**config.mk**
```make
export PLATFORM = sky130hd
export DESIGN_NAME = transmitter
export DESIGN_NICKNAME = d
export VERILOG_FILES = /design/src/rtl/transmitter_pkg.sv /design/src/rtl/tx_sample_counter.sv /design/src/rtl/transmitter.sv
export SDC_FILE = /design/constraint.sdc
export NUM_CORES = 1
export LEC_CHECK = 0
export CAP_MARGIN = 20
export CORE_AREA = 2 2 57 59
export DETAILED_ROUTE_END_ITERATION = 7
export DIE_AREA = 0 0 59 61
export MAX_ROUTING_LAYER = met4
export PLACE_DENSITY = 0.82
export SYNTH_ARGS = -nofsm -noshare
export SYNTH_HDL_FRONTEND = slang
export SYNTH_SLANG_ARGS = --single-unit
```
**constraint.sdc**
```tcl
create_clock -name clk -period 3.34 [get_ports clk]
set_clock_uncertainty 0.15 [all_clocks]
set_input_delay 0.501 -clock clk [delete_from_list [all_inputs] [get_ports clk]]
set_output_delay 0.501 -clock clk [all_outputs]
set_load 0.02 [all_outputs]
```
**src/rtl/transmitter_pkg.sv**
```systemverilog
// Shared constants and state encoding for the serial transmitter/receiver pair.
//   DEFAULT_OVERSAMPLE : clocks per serial bit (receiver samples 16x)
//   DEFAULT_DATA_BITS  : data bits per frame
//   FRAME_BITS         : start + data + stop
//   tx_state_t         : FSM encoding shared with the receiver and its benches
package transmitter_pkg;

   localparam int unsigned DEFAULT_OVERSAMPLE = 16;
   localparam int unsigned DEFAULT_DATA_BITS  = 8;
   localparam int unsigned FRAME_BITS         = DEFAULT_DATA_BITS + 2;

   typedef enum logic [1:0] {
      IDLE  = 2'd0,
      START = 2'd1,
      DATA  = 2'd2,
      STOP  = 2'd3
   } tx_state_t;

endpackage

```
**src/rtl/tx_sample_counter.sv**
```systemverilog
// Modulo-OVERSAMPLE sample counter; bit_tick_c marks the last clock of a bit.
//   clk, rst    : clock, async active-high reset
//   clear       : hold count at 0 (line idle)
//   count       : current sample index within the bit, 0..OVERSAMPLE-1
//   bit_tick_c  : combinational, high while count == OVERSAMPLE-1
module tx_sample_counter #(
   parameter int unsigned OVERSAMPLE = 16,
   parameter int unsigned CNT_W      = 4
) (
   input  logic             clk,
   input  logic             rst,
   input  logic             clear,
   output logic [CNT_W-1:0] count,
   output logic             bit_tick_c
);

   assign bit_tick_c = (count == CNT_W'(OVERSAMPLE - 1));

   // Wrap to 0 on the tick so consecutive bits are exactly OVERSAMPLE clocks.
   always_ff @(posedge clk or posedge rst) begin
      if (rst) begin
         count <= '0;
      end else if (clear || bit_tick_c) begin
         count <= '0;
      end else begin
         count <= count + 1'b1;
      end
   end

endmodule

```
**src/rtl/transmitter.sv**
```systemverilog
// Serial character transmitter: 8N1-style frames (start 0, data LSB first, stop 1),
// each bit held OVERSAMPLE clocks, with a one-character holding buffer.
//   clk, rst       : clock, async active-high reset
//   data_in        : parallel character, taken when load & ready
//   load           : request to accept data_in
//   ready          : holding buffer empty
//   data_out       : registered serial line, idles high
//   busy           : frame in progress
//   character_sent : one-cycle pulse in the final clock of each stop bit
module transmitter
   import transmitter_pkg::*;
#(
   parameter int unsigned OVERSAMPLE = DEFAULT_OVERSAMPLE,
   parameter int unsigned DATA_BITS  = DEFAULT_DATA_BITS
) (
   input  logic                 clk,
   input  logic                 rst,
   input  logic [DATA_BITS-1:0] data_in,
   input  logic                 load,
   output logic                 ready,
   output logic                 data_out,
   output logic                 busy,
   output logic                 character_sent
);

   localparam int unsigned CNT_W = $clog2(OVERSAMPLE);
   localparam int unsigned BIT_W = (DATA_BITS > 1) ? $clog2(DATA_BITS) : 1;

   tx_state_t            state_q, state_d;
   logic [DATA_BITS-1:0] shift_q, shift_d;
   logic [DATA_BITS-1:0] hold_q, hold_d;
   logic                 hold_full_q, hold_full_d;
   logic [BIT_W-1:0]     bit_cnt_q, bit_cnt_d;
   logic                 data_out_q, data_out_d;
   logic                 sent_q, sent_d;
   logic                 ready_q;
   logic                 busy_q;

   logic [CNT_W-1:0]     sample_cnt;
   logic                 bit_tick_c;
   logic                 accept_c;

   assign accept_c = load & ready_q;

   // Counter is held at 0 while idle so the start bit gets a full OVERSAMPLE clocks.
   tx_sample_counter #(
      .OVERSAMPLE (OVERSAMPLE),
      .CNT_W      (CNT_W)
   ) u_sample_counter (
      .clk        (clk),
      .rst        (rst),
      .clear      (state_q == IDLE),
      .count      (sample_cnt),
      .bit_tick_c (bit_tick_c)
   );

   // Next-state, datapath and output decode.
   always_comb begin
      state_d     = state_q;
      shift_d     = shift_q;
      hold_d      = hold_q;
      hold_full_d = hold_full_q;
      bit_cnt_d   = bit_cnt_q;
      data_out_d  = data_out_q;

      case (state_q)
         IDLE: begin
            // Line is free: go straight to the shift register, buffer untouched.
            if (accept_c) begin
               shift_d    = data_in;
               state_d    = START;
               data_out_d = 1'b0;
            end
         end
         START: begin
            if (accept_c) begin
               hold_d      = data_in;
               hold_full_d = 1'b1;
            end
            if (bit_tick_c) begin
               state_d    = DATA;
               bit_cnt_d  = '0;
               data_out_d = shift_q[0];
            end
         end
         DATA: begin
            if (accept_c) begin
               hold_d      = data_in;
               hold_full_d = 1'b1;
            end
            if (bit_tick_c) begin
               if (bit_cnt_q == BIT_W'(DATA_BITS - 1)) begin
                  state_d    = STOP;
                  data_out_d = 1'b1;
               end else begin
                  shift_d    = shift_q >> 1;
                  bit_cnt_d  = bit_cnt_q + 1'b1;
                  data_out_d = shift_d[0];
               end
            end
         end
         STOP: begin
            if (bit_tick_c) begin
               if (hold_full_q) begin
                  shift_d     = hold_q;
                  hold_full_d = 1'b0;
                  state_d     = START;
                  data_out_d  = 1'b0;
               end else if (accept_c) begin
                  // Load landing on the last stop clock with an empty buffer
                  // starts the next frame directly rather than stranding it.
                  shift_d    = data_in;
                  state_d    = START;
                  data_out_d = 1'b0;
               end else begin
                  state_d = IDLE;
               end
            end else if (accept_c) begin
               hold_d      = data_in;
               hold_full_d = 1'b1;
            end
         end
         default: begin
            state_d = IDLE;
         end
      endcase

      // Registered one clock early so the pulse lines up with the stop-bit tick.
      sent_d = (state_q == STOP) && (sample_cnt == CNT_W'(OVERSAMPLE - 2));
   end

   // State and output registers.
   always_ff @(posedge clk or posedge rst) begin
      if (rst) begin
         state_q     <= IDLE;
         shift_q     <= '0;
         hold_q      <= '0;
         hold_full_q <= 1'b0;
         bit_cnt_q   <= '0;
         data_out_q  <= 1'b1;
         sent_q      <= 1'b0;
         ready_q     <= 1'b1;
         busy_q      <= 1'b0;
      end else begin
         state_q     <= state_d;
         shift_q     <= shift_d;
         hold_q      <= hold_d;
         hold_full_q <= hold_full_d;
         bit_cnt_q   <= bit_cnt_d;
         data_out_q  <= data_out_d;
         sent_q      <= sent_d;
         ready_q     <= ~hold_full_d;
         busy_q      <= (state_d != IDLE);
      end
   end

   assign ready          = ready_q;
   assign data_out       = data_out_q;
   assign busy           = busy_q;
   assign character_sent = sent_q;

endmodule
```
-- Yosys cells after proc, flatten, opt, wreduce, memory -nomap -nowiden
Index checks and enable logic that the tools add are counted.
- $add $sub $neg: 2
- multipliers: 0
- divide/modulo/power cells: 0
- magnitude comparators: 0
- equal/unequal tests: 11
- shifts and indexed selects: 0
- mux-type cells: 32
- bitwise gates (word level): 2
- reductions and logical operators: 12
- operator list (kind ; number):
    $mux 8 ; 7
    $pmux 8 s3 ; 1
    $pmux 8 s2 ; 1
    $mux 1 ; 10
    $mux 2 ; 5
    $mux 3 ; 3
    $eq 4x4->1 const B ; 2
    $pmux 2 s4 ; 1
    $reduce_and 4->1 ; 2
    $ne 2x1->1 const B ; 3
    $pmux 3 s2 ; 1
    $reduce_bool 2->1 ; 3
    $add 4x1->4 const B ; 1
    $eq 2x2->1 const B ; 2
    $mux 4 ; 1
    $ne 2x2->1 const B ; 2
    $pmux 1 s4 ; 1
    $add 3x1->3 const B ; 1
    $eq 3x3->1 const B ; 1
    $reduce_and 3->1 ; 1
    $reduce_bool 3->1 ; 1
    $eq 2x1->1 const B ; 1
    $logic_not 2->1 ; 1
    $pmux 1 s2 ; 1
    other kinds (6) ; 6
- register bits after elaboration: 30
- latch bits: 0
- bits in writable memories: 0
- ROM bits: 0
- bits of input ports: 11
- output and inout bits: 4
- logic and storage cells: 69
- memories: 0

-- Logic depth before layout (Yosys ltp)
Gate-level depths: netlist of run 1.
- depth after elaboration: 6
- mapped depth: 8

-- Cells and area by module
A second synthesis of run 1 with hierarchy kept.
- cell total of the unflattened synthesis: 126
- area, all modules: 1550.2 µm²
- by module, submodules not included (module ; times used ; cells an instance ; area an instance (µm²) ; sequential area each (µm²)):
    transmitter ; 1 ; 112 ; 1375.1 ; 653.1
    tx_sample_counter ; 1 ; 14 ; 175.2 ; 100.1

-- Worst setup path after synthesis of run 1
Ideal clock, no wire load.
- path type: flip-flop to flip-flop
- start: register u_sample_counter.count[0]
- end: register hold_q[0]
- library setup time: 125 ps
- arrival time: 1679 ps
- data required time: 3065 ps
- setup slack: 1386 ps
- stages on the path, launching flop included: 6
- period minus slack after synthesis: 1954 ps
- cell sequence: dfrtp_1 > ha_1 > and3_1 > buf_6 > a211oi_4 > mux2_2
- cells in the longest elaborated chain, start to end: 3
- RTL lines (item ; line ; source):
    from (decl) ; tx_sample_counter.sv:13 ; output logic [CNT_W-1:0] count,
    from (signal assigned) ; tx_sample_counter.sv:26 ; count <= count + 1'b1;
    $eq 4x4->1 ; tx_sample_counter.sv:17 ; assign bit_tick_c = (count == CNT_W'(OVERSAMPLE - 1));
    $ne 2x2->1 (no line) ; n/a ;
    $reduce_and 2->1 (no line) ; n/a ;
    to (signal assigned) ; transmitter.sv:147 ; hold_q <= hold_d;
    to (decl) ; transmitter.sv:31 ; logic [DATA_BITS-1:0] hold_q, hold_d;
Every way passes these cells.
A chain may end at the register's enable or synchronous reset.

-- Worst setup path after layout of run 1
- start: register state_q[0]
- end: register shift_q[3]
- cells in the longest elaborated chain, start to end: 3
- elaborated cells between the ends (all ways): 9
- classes of those cells: eq/ne (5); mux (1); reduce/logical (3)
- RTL lines (item ; line ; source):
    from (decl) ; transmitter.sv:29 ; tx_state_t state_q, state_d;
    from (signal assigned) ; transmitter.sv:145 ; state_q <= state_d;
    $eq 2x2->1 / $logic_not 2->1 (equally long branches) ; transmitter.sv:66 ; case (state_q)
    $ne 2x1->1 (no line), or another cell as far along ; n/a ;
    $reduce_and 4->1 (no line) ; n/a ;
    to (signal assigned) ; transmitter.sv:146 ; shift_q <= shift_d;
    to (decl) ; transmitter.sv:30 ; logic [DATA_BITS-1:0] shift_q, shift_d;
Several ways; a longest one is shown, not always the timed one.

==> results.sh, run 1 <==
export IMPL_status="finished clean"
export IMPL_synthArstFlopShare=1.00
export IMPL_rsz0062_at_grt="no"
export IMPL_syn_area_um2=1560
export IMPL_netlist_top_cells_area="dfrtp_1 45%, ha_1 7.2%, mux2_2 6.5%, o2bb2ai_1 4.5%, a222oi_1 3.9%"
export IMPL_max_freq_ghz=0.436
export IMPL_ys_seq_area_frac=0.484
export IMPL_clock_latency_ns=0.33
export IMPL_cts_setup_buffers=0
export IMPL_h_tree_depth=2
export IMPL_ir_drop_uv=529
export IMPL_cts_resized=0
export IMPL_syn_avg_cell_area_um2=11.4
export IMPL_start_kind="flip-flop"
export IMPL_fin_cells=186
export IMPL_layout_drive_gt1_share=0.150
export IMPL_chipWidth_um=59
export IMPL_tightest_slew_ns=0.614
export IMPL_cts_hold_buffers_added=0
export IMPL_synthAdderAreaFrac=0.0724
export IMPL_drt_drc_violations_left=0
export IMPL_vias_per_cell=6.18
export IMPL_yosys_area_share_simple=0.0941
export IMPL_hold_path_class="reg -> reg"
export IMPL_grt_overflow_total=0
export IMPL_critPathKind="reg -> reg"
export IMPL_initial_core_util=0.527
export IMPL_clk_pin_slew_ns=0.10
export IMPL_diodes=0
export IMPL_synth_top_family_by_area="compound AO/OA/AOI/OAI gates"
export IMPL_num_rows=20
export IMPL_dp_cells=178
export IMPL_p_int_w=0.000986
export IMPL_syn2layout_area_growth_pct=17.1
export IMPL_cts_buffers=5
export IMPL_power_frac_clock=0.266
export IMPL_grt_pass1_vias=1122
export IMPL_yosysMostFrequentCell="dfrtp_1"
export IMPL_cellLeakagePower_nw=0.791
export IMPL_ant_nets=0
export IMPL_synth_compound_area_frac=0.233
export IMPL_required_ns=3.40
export IMPL_cp_arrival_ns=2.35
export IMPL_wl_per_cell_um=16.9
export IMPL_fin_crit_sh=0.687
export IMPL_timing_hold_violations_final=0
export IMPL_p_switching_w=0.000458
export IMPL_ys_seq_elements=30
export IMPL_grt_antenna_before_repair=0
export IMPL_grt_pass1_wl_um=5290
export IMPL_power_frac_comb=0.314
export IMPL_synthCells=137
export IMPL_io_pins=15
export IMPL_clockBufferDepth=2
export IMPL_drt_iter0_markers=58
export IMPL_fp_dieH_um=61
export IMPL_grt_usage=0.208
export IMPL_period_minus_slack_ns=2.29
export IMPL_ys_types=38
export IMPL_cp_end_kind="flip-flop"
export IMPL_sequentialPowerShare=0.421
export IMPL_slew_headroom=0.591
export IMPL_drt_total_wl_um=3140
export IMPL_place_hpwl_um=2200
export IMPL_drv_cap=0
export IMPL_die_area_um2=3600
export IMPL_synth_edf_count=0
export IMPL_critPathMaxFanout=19
export IMPL_core_um2=2950
export IMPL_yosysTopAreaCellShare=0.451
export IMPL_synthTopCellsByCount="28 x dfrtp_1, 10 x nor2_1, 9 x ha_1, 9 x mux2_2, 8 x o2bb2ai_1"
export IMPL_synth_main_ff_cell="dfrtp_1"
export IMPL_critPathMaxStageDelay_ns=0.55
export IMPL_slowest_stage="ha_1"
export IMPL_nets=172
export IMPL_setup_viol=0
export IMPL_grt_max_degree=31
export IMPL_crit_chain="inv_1, ha_1, mux2i_1, and2_1, a222oi_1, o2bb2ai_1"
export IMPL_synth_xor_area_share=0.00563
export IMPL_cts_root_buf="clkbuf_4"
export IMPL_vias=1149
export IMPL_yosysTopAreaCell="dfrtp_1"
export IMPL_cts_sinks=30
export IMPL_powerDensity_nw_per_um2=793
export IMPL_drv_slew=0
export IMPL_numPortBuffers=14
export IMPL_cts_tree="yes"
export IMPL_fin_hold_ws_ns=0.350
export IMPL_yosysWarnings=0
export IMPL_synthMuxAreaShare=0.0716
export IMPL_tns_ns=0
export IMPL_gp_congestion=0.796
export IMPL_netSwitchingFraction=0.317
export IMPL_synth_nets=157
export IMPL_firstDrtPassIters=4
[cell families (layout without fill, tap and decap cells)]
kind of cell | after synthesis | after routing
AO/OA/AOI/OAI | 45 | 45
flip-flops | 30 | 30
AND/OR/NAND/NOR | 28 | 28
buffers and inverters | 14 | 30
multiplexers | 10 | 10
adder cells (fa/ha/maj) | 9 | 9
XOR/XNOR | 1 | 1
[final cells by class]
class,instances,area [um^2]
Sequential cell,30,753
Tap cell,33,41.3
Fill cell,248,1130
Clock inverter,2,60.1
Clock buffer,6,51.3
Timing Repair Buffer,15,148
Inverter,7,26.3
Multi-Input combinational cell,93,741
[metal layers]
| layer | routed length [um] | vias to the layer above | part of all wire | GRT usage |
|---|---|---|---|---|
| li1 | - | 552 | - | - |
| met1 | 1330 | 558 | 0.42 | 0.240 |
| met2 | 1650 | 37 | 0.52 | 0.348 |
| met3 | 156 | 2 | 0.050 | 0.0597 |
| met4 | 15 | 0 | 0.0048 | 0.0747 |
| met5 | 0 | - | 0 | - |
[per-stage QoR]
step | power [W] | utilization | setup WS, ns | cell area [um^2]
finish | 0.00144 | 0.617 | 1.05 | 1820
detailed placement | 0.00106 | 0.579 | 1.07 | 1710
global route | 0.00154 | 0.617 | 0.858 | 1820
floorplan | 0.000928 | - | 1.39 | 1560
global placement | 0.00103 | 0.579 | 1.12 | 1710
CTS | 0.00146 | 0.617 | 1.07 | 1820
[worst max-delay path: cells and delay by family (launching register included)]
| kind | cells | cell delay (ns) |
|---|---|---|
| adder cells (fa/ha/maj) | 1 | 0.55 |
| flip-flops | 1 | 0.45 |
| AO/OA/AOI/OAI | 2 | 0.43 |
| AND/OR/NAND/NOR | 1 | 0.29 |
| multiplexers | 1 | 0.20 |
| buffers and inverters | 1 | 0.11 |
[placed cells by master, fill, tap and decap left out, drive strengths merged]
cell and instances:
nand2 3, a311oi 1, nand3 3, a222oi 6, a221oi 1, dfrtp 28, nor2 10, and4 1
o21ai 7, o31ai 1, o311ai 1, o21bai 1, inv 7, nor4 1, clkbuf 6, o32a 1
mux2 9, nor3 2, dfstp 2, and2 4, a21o 2, a22oi 2, mux2i 1, bufinv 2
a21oi 5, a22o 6, a211oi 2, clkdlybuf4s50 14, buf 1, nand2b 1, and3 1, xnor2 1
ha 9, and4b 1, o2bb2ai 8, nand4b 1, a31oi 1
[power groups by stage]
stage,clock (W),combinational [W],sequential (W)
floorplan,0,0.000321,0.000607
global placement,0,0.000428,0.000605
detailed placement,0,0.000450,0.000615
CTS,0.000392,0.000458,0.000607
global route,0.000410,0.000499,0.000628
finish,0.000383,0.000453,0.000608
[sequential cells by signal, indices dropped and copies added (netlist names)]
| register | flops |
|---|---|
| bit_cnt_q | 3 |
| busy | 1 |
| character_sent | 1 |
| data_out | 1 |
| hold_full_q | 1 |
| hold_q | 8 |
| ready | 1 |
| shift_q | 8 |
| state_q | 2 |
| u_sample_counter.count | 4 |
[worst paths after layout]
check                                 endpoint  slack [ns]  cells past startpoint  startpoint
worst max-delay path                shift_q[3]        1.05                      6  state_q[0]
worst min-delay path                shift_q[3]        0.35                      1  shift_q[3]
worst max register to register      shift_q[3]        1.05                      6  state_q[0]
worst min register to register      shift_q[3]        0.35                      1  shift_q[3]
max in group asynchronous                ready        2.32                      3         rst
min in group asynchronous       character_sent        0.38                      3         rst
Note: power is estimated with default switching activity, not from simulation.
==> run 2, diff against run 1 <==
==> constraint.sdc (replaced) <==
create_clock -name clk -period 2.3 [get_ports clk]
set_clock_uncertainty 0.15 [all_clocks]
set_input_delay 0.345 -clock clk [delete_from_list [all_inputs] [get_ports clk]]
set_output_delay 0.345 -clock clk [all_outputs]
set_load 0.02 [all_outputs]
==> results.sh, run 2 (synthesis gave the netlist of run 1 again) <==
export IMPL_tns_ns=0
export IMPL_rsz0062_at_grt="no"
export IMPL_cellLeakagePower_nw=0.780
export IMPL_place_hpwl_um=2370
export IMPL_rrSetupSlack_ns=0.20
export IMPL_grt_max_degree=31
export IMPL_grt_pass1_vias=1244
export IMPL_initial_core_util=0.527
export IMPL_crit_chain="ha_1, and3_1, a211oi_4, mux2_2"
export IMPL_drt_iter0_markers=84
export IMPL_setup_viol=0
export IMPL_grt_overflow_total=0
export IMPL_max_freq_ghz=0.476
export IMPL_tightest_slew_ns=0.545
export IMPL_start_kind="flip-flop"
export IMPL_drt_total_wl_um=3240
export IMPL_critPathLaunch="u_sample_counter.count[0]"
export IMPL_drt_drc_violations_left=0
export IMPL_rr_startpoint="u_sample_counter.count[0]"
export IMPL_period_minus_slack_ns=2.10
export IMPL_num_rows=20
export IMPL_cts_sinks=30
export IMPL_syn2layout_area_growth_pct=15.5
export IMPL_post_route_util=0.608
export IMPL_powerDensity_nw_per_um2=1050
export IMPL_chipWidth_um=59
export IMPL_nets=175
export IMPL_fp_dieH_um=61
export IMPL_ir_drop_uv=603
export IMPL_clk_pin_slew_ns=0.10
export IMPL_numPortBuffers=14
export IMPL_grt_usage=0.221
export IMPL_required_ns=2.36
export IMPL_cts_hold_buffers_added=0
export IMPL_drv_cap=0
export IMPL_drv_slew=0
export IMPL_critPathMaxStageDelay_ns=0.51
export IMPL_cts_root_buf="clkbuf_4"
export IMPL_gp_congestion=0.836
export IMPL_reg_largest_list="hold_q (8), shift_q (8), u_sample_counter.count (4)"
export IMPL_cts_buffers=5
export IMPL_grt_pass1_wl_um=5790
export IMPL_core_um2=2950
export IMPL_clockBufferDepth=2
export IMPL_status="finished clean"
export IMPL_cp_end_kind="flip-flop"
export IMPL_vias=1194
export IMPL_vias_per_cell=6.32
export IMPL_layout_drive_gt1_share=0.173
export IMPL_firstDrtPassIters=4
export IMPL_timing_hold_violations_final=0
export IMPL_fin_crit_sh=0.914
export IMPL_wl_per_cell_um=17.1
export IMPL_final_common_cell="dfrtp_1"
export IMPL_cts_tree="yes"
export IMPL_die_area_um2=3600
export IMPL_cp_arrival_ns=2.17
export IMPL_grt_antenna_before_repair=0
export IMPL_p_total_w=0.00188
export IMPL_cts_setup_buffers=0
export IMPL_critPathKind="reg -> reg"
export IMPL_cts_resized=0
export IMPL_io_pins=15
export IMPL_diodes=0
export IMPL_clock_latency_ns=0.32
export IMPL_layout_common_cells="28 x dfrtp_1, 14 x clkdlybuf4s50_1, 10 x nor2_1, 9 x mux2_2, 8 x o2bb2ai_1"
export IMPL_final_area_um2=1800
export IMPL_slew_headroom=0.634
export IMPL_slowest_stage="a211oi_4"
export IMPL_ant_nets=0
export IMPL_hold_path_class="in -> async"
export IMPL_critPathMaxFanout=8
export IMPL_h_tree_depth=2
export IMPL_dpl_cell_area_um2=1730
==> run 2: cell types whose count changed in the layout (fill, tap and decap cells not counted), sizes merged <==
cell,change
buf,+3
clkbuf,+1
clkinv,+1
bufinv,-2
==> run 2: critical path: cells and delay by family (launching register included) <==
family	cells	cell delay, ns
mux	1	0.40
fa+ha+maj	1	0.28
flops	1	0.43
simple gates	1	0.23
compound gates	1	0.51
==> run 2: per-layer routing <==
layer | part of all wire | global-route usage | up-vias | wire (um)
met1 | 0.42 | 0.264 | 587 | 1340
li1 | - | - | 560 | -
met4 | 0.013 | 0.0714 | 0 | 42
met5 | 0 | - | - | 0
met3 | 0.054 | 0.0554 | 7 | 174
met2 | 0.52 | 0.367 | 40 | 1670
==> run 2: power by group <==
group          total, W  leakage [nW]  internal, W  switching [W]
clock          0.000328        0.0353     0.000148       0.000180
combinational  0.000667         0.374     0.000325       0.000342
sequential     0.000888         0.371     0.000740       0.000147
==> run 2: area by class of cell <==
cell class,instances,area (um^2)
repair buffers,18,170
well taps,33,41.3
flip-flops and latches,30,753
clock inverters,1,5.00
fillers,257,1160
inverters,7,26.3
multi-input cells,93,746
clock buffers,7,55.1
==> run 2: per-stage QoR <==
step,worst slack [ns],cells,hold WS (ns)
detailed placement,0.151,181,0.326
finish,0.199,189,0.237
CTS,0.147,189,0.253
global route,0.0364,189,0.280
global placement,0.235,181,0.332
floorplan,0.346,137,0.284
==> run 2: path summary, 6_finish.rpt <==
| check | cells past startpoint | end |
|---|---|---|
| setup / recovery | 4 | hold_q[7] |
| hold / removal | 3 | u_sample_counter.count[2] |
| setup reg to reg | 4 | hold_q[7] |
| hold reg to reg | 1 | shift_q[6] |
| max in group asynchronous | 3 | ready |
| min in group clk | 1 | shift_q[6] |
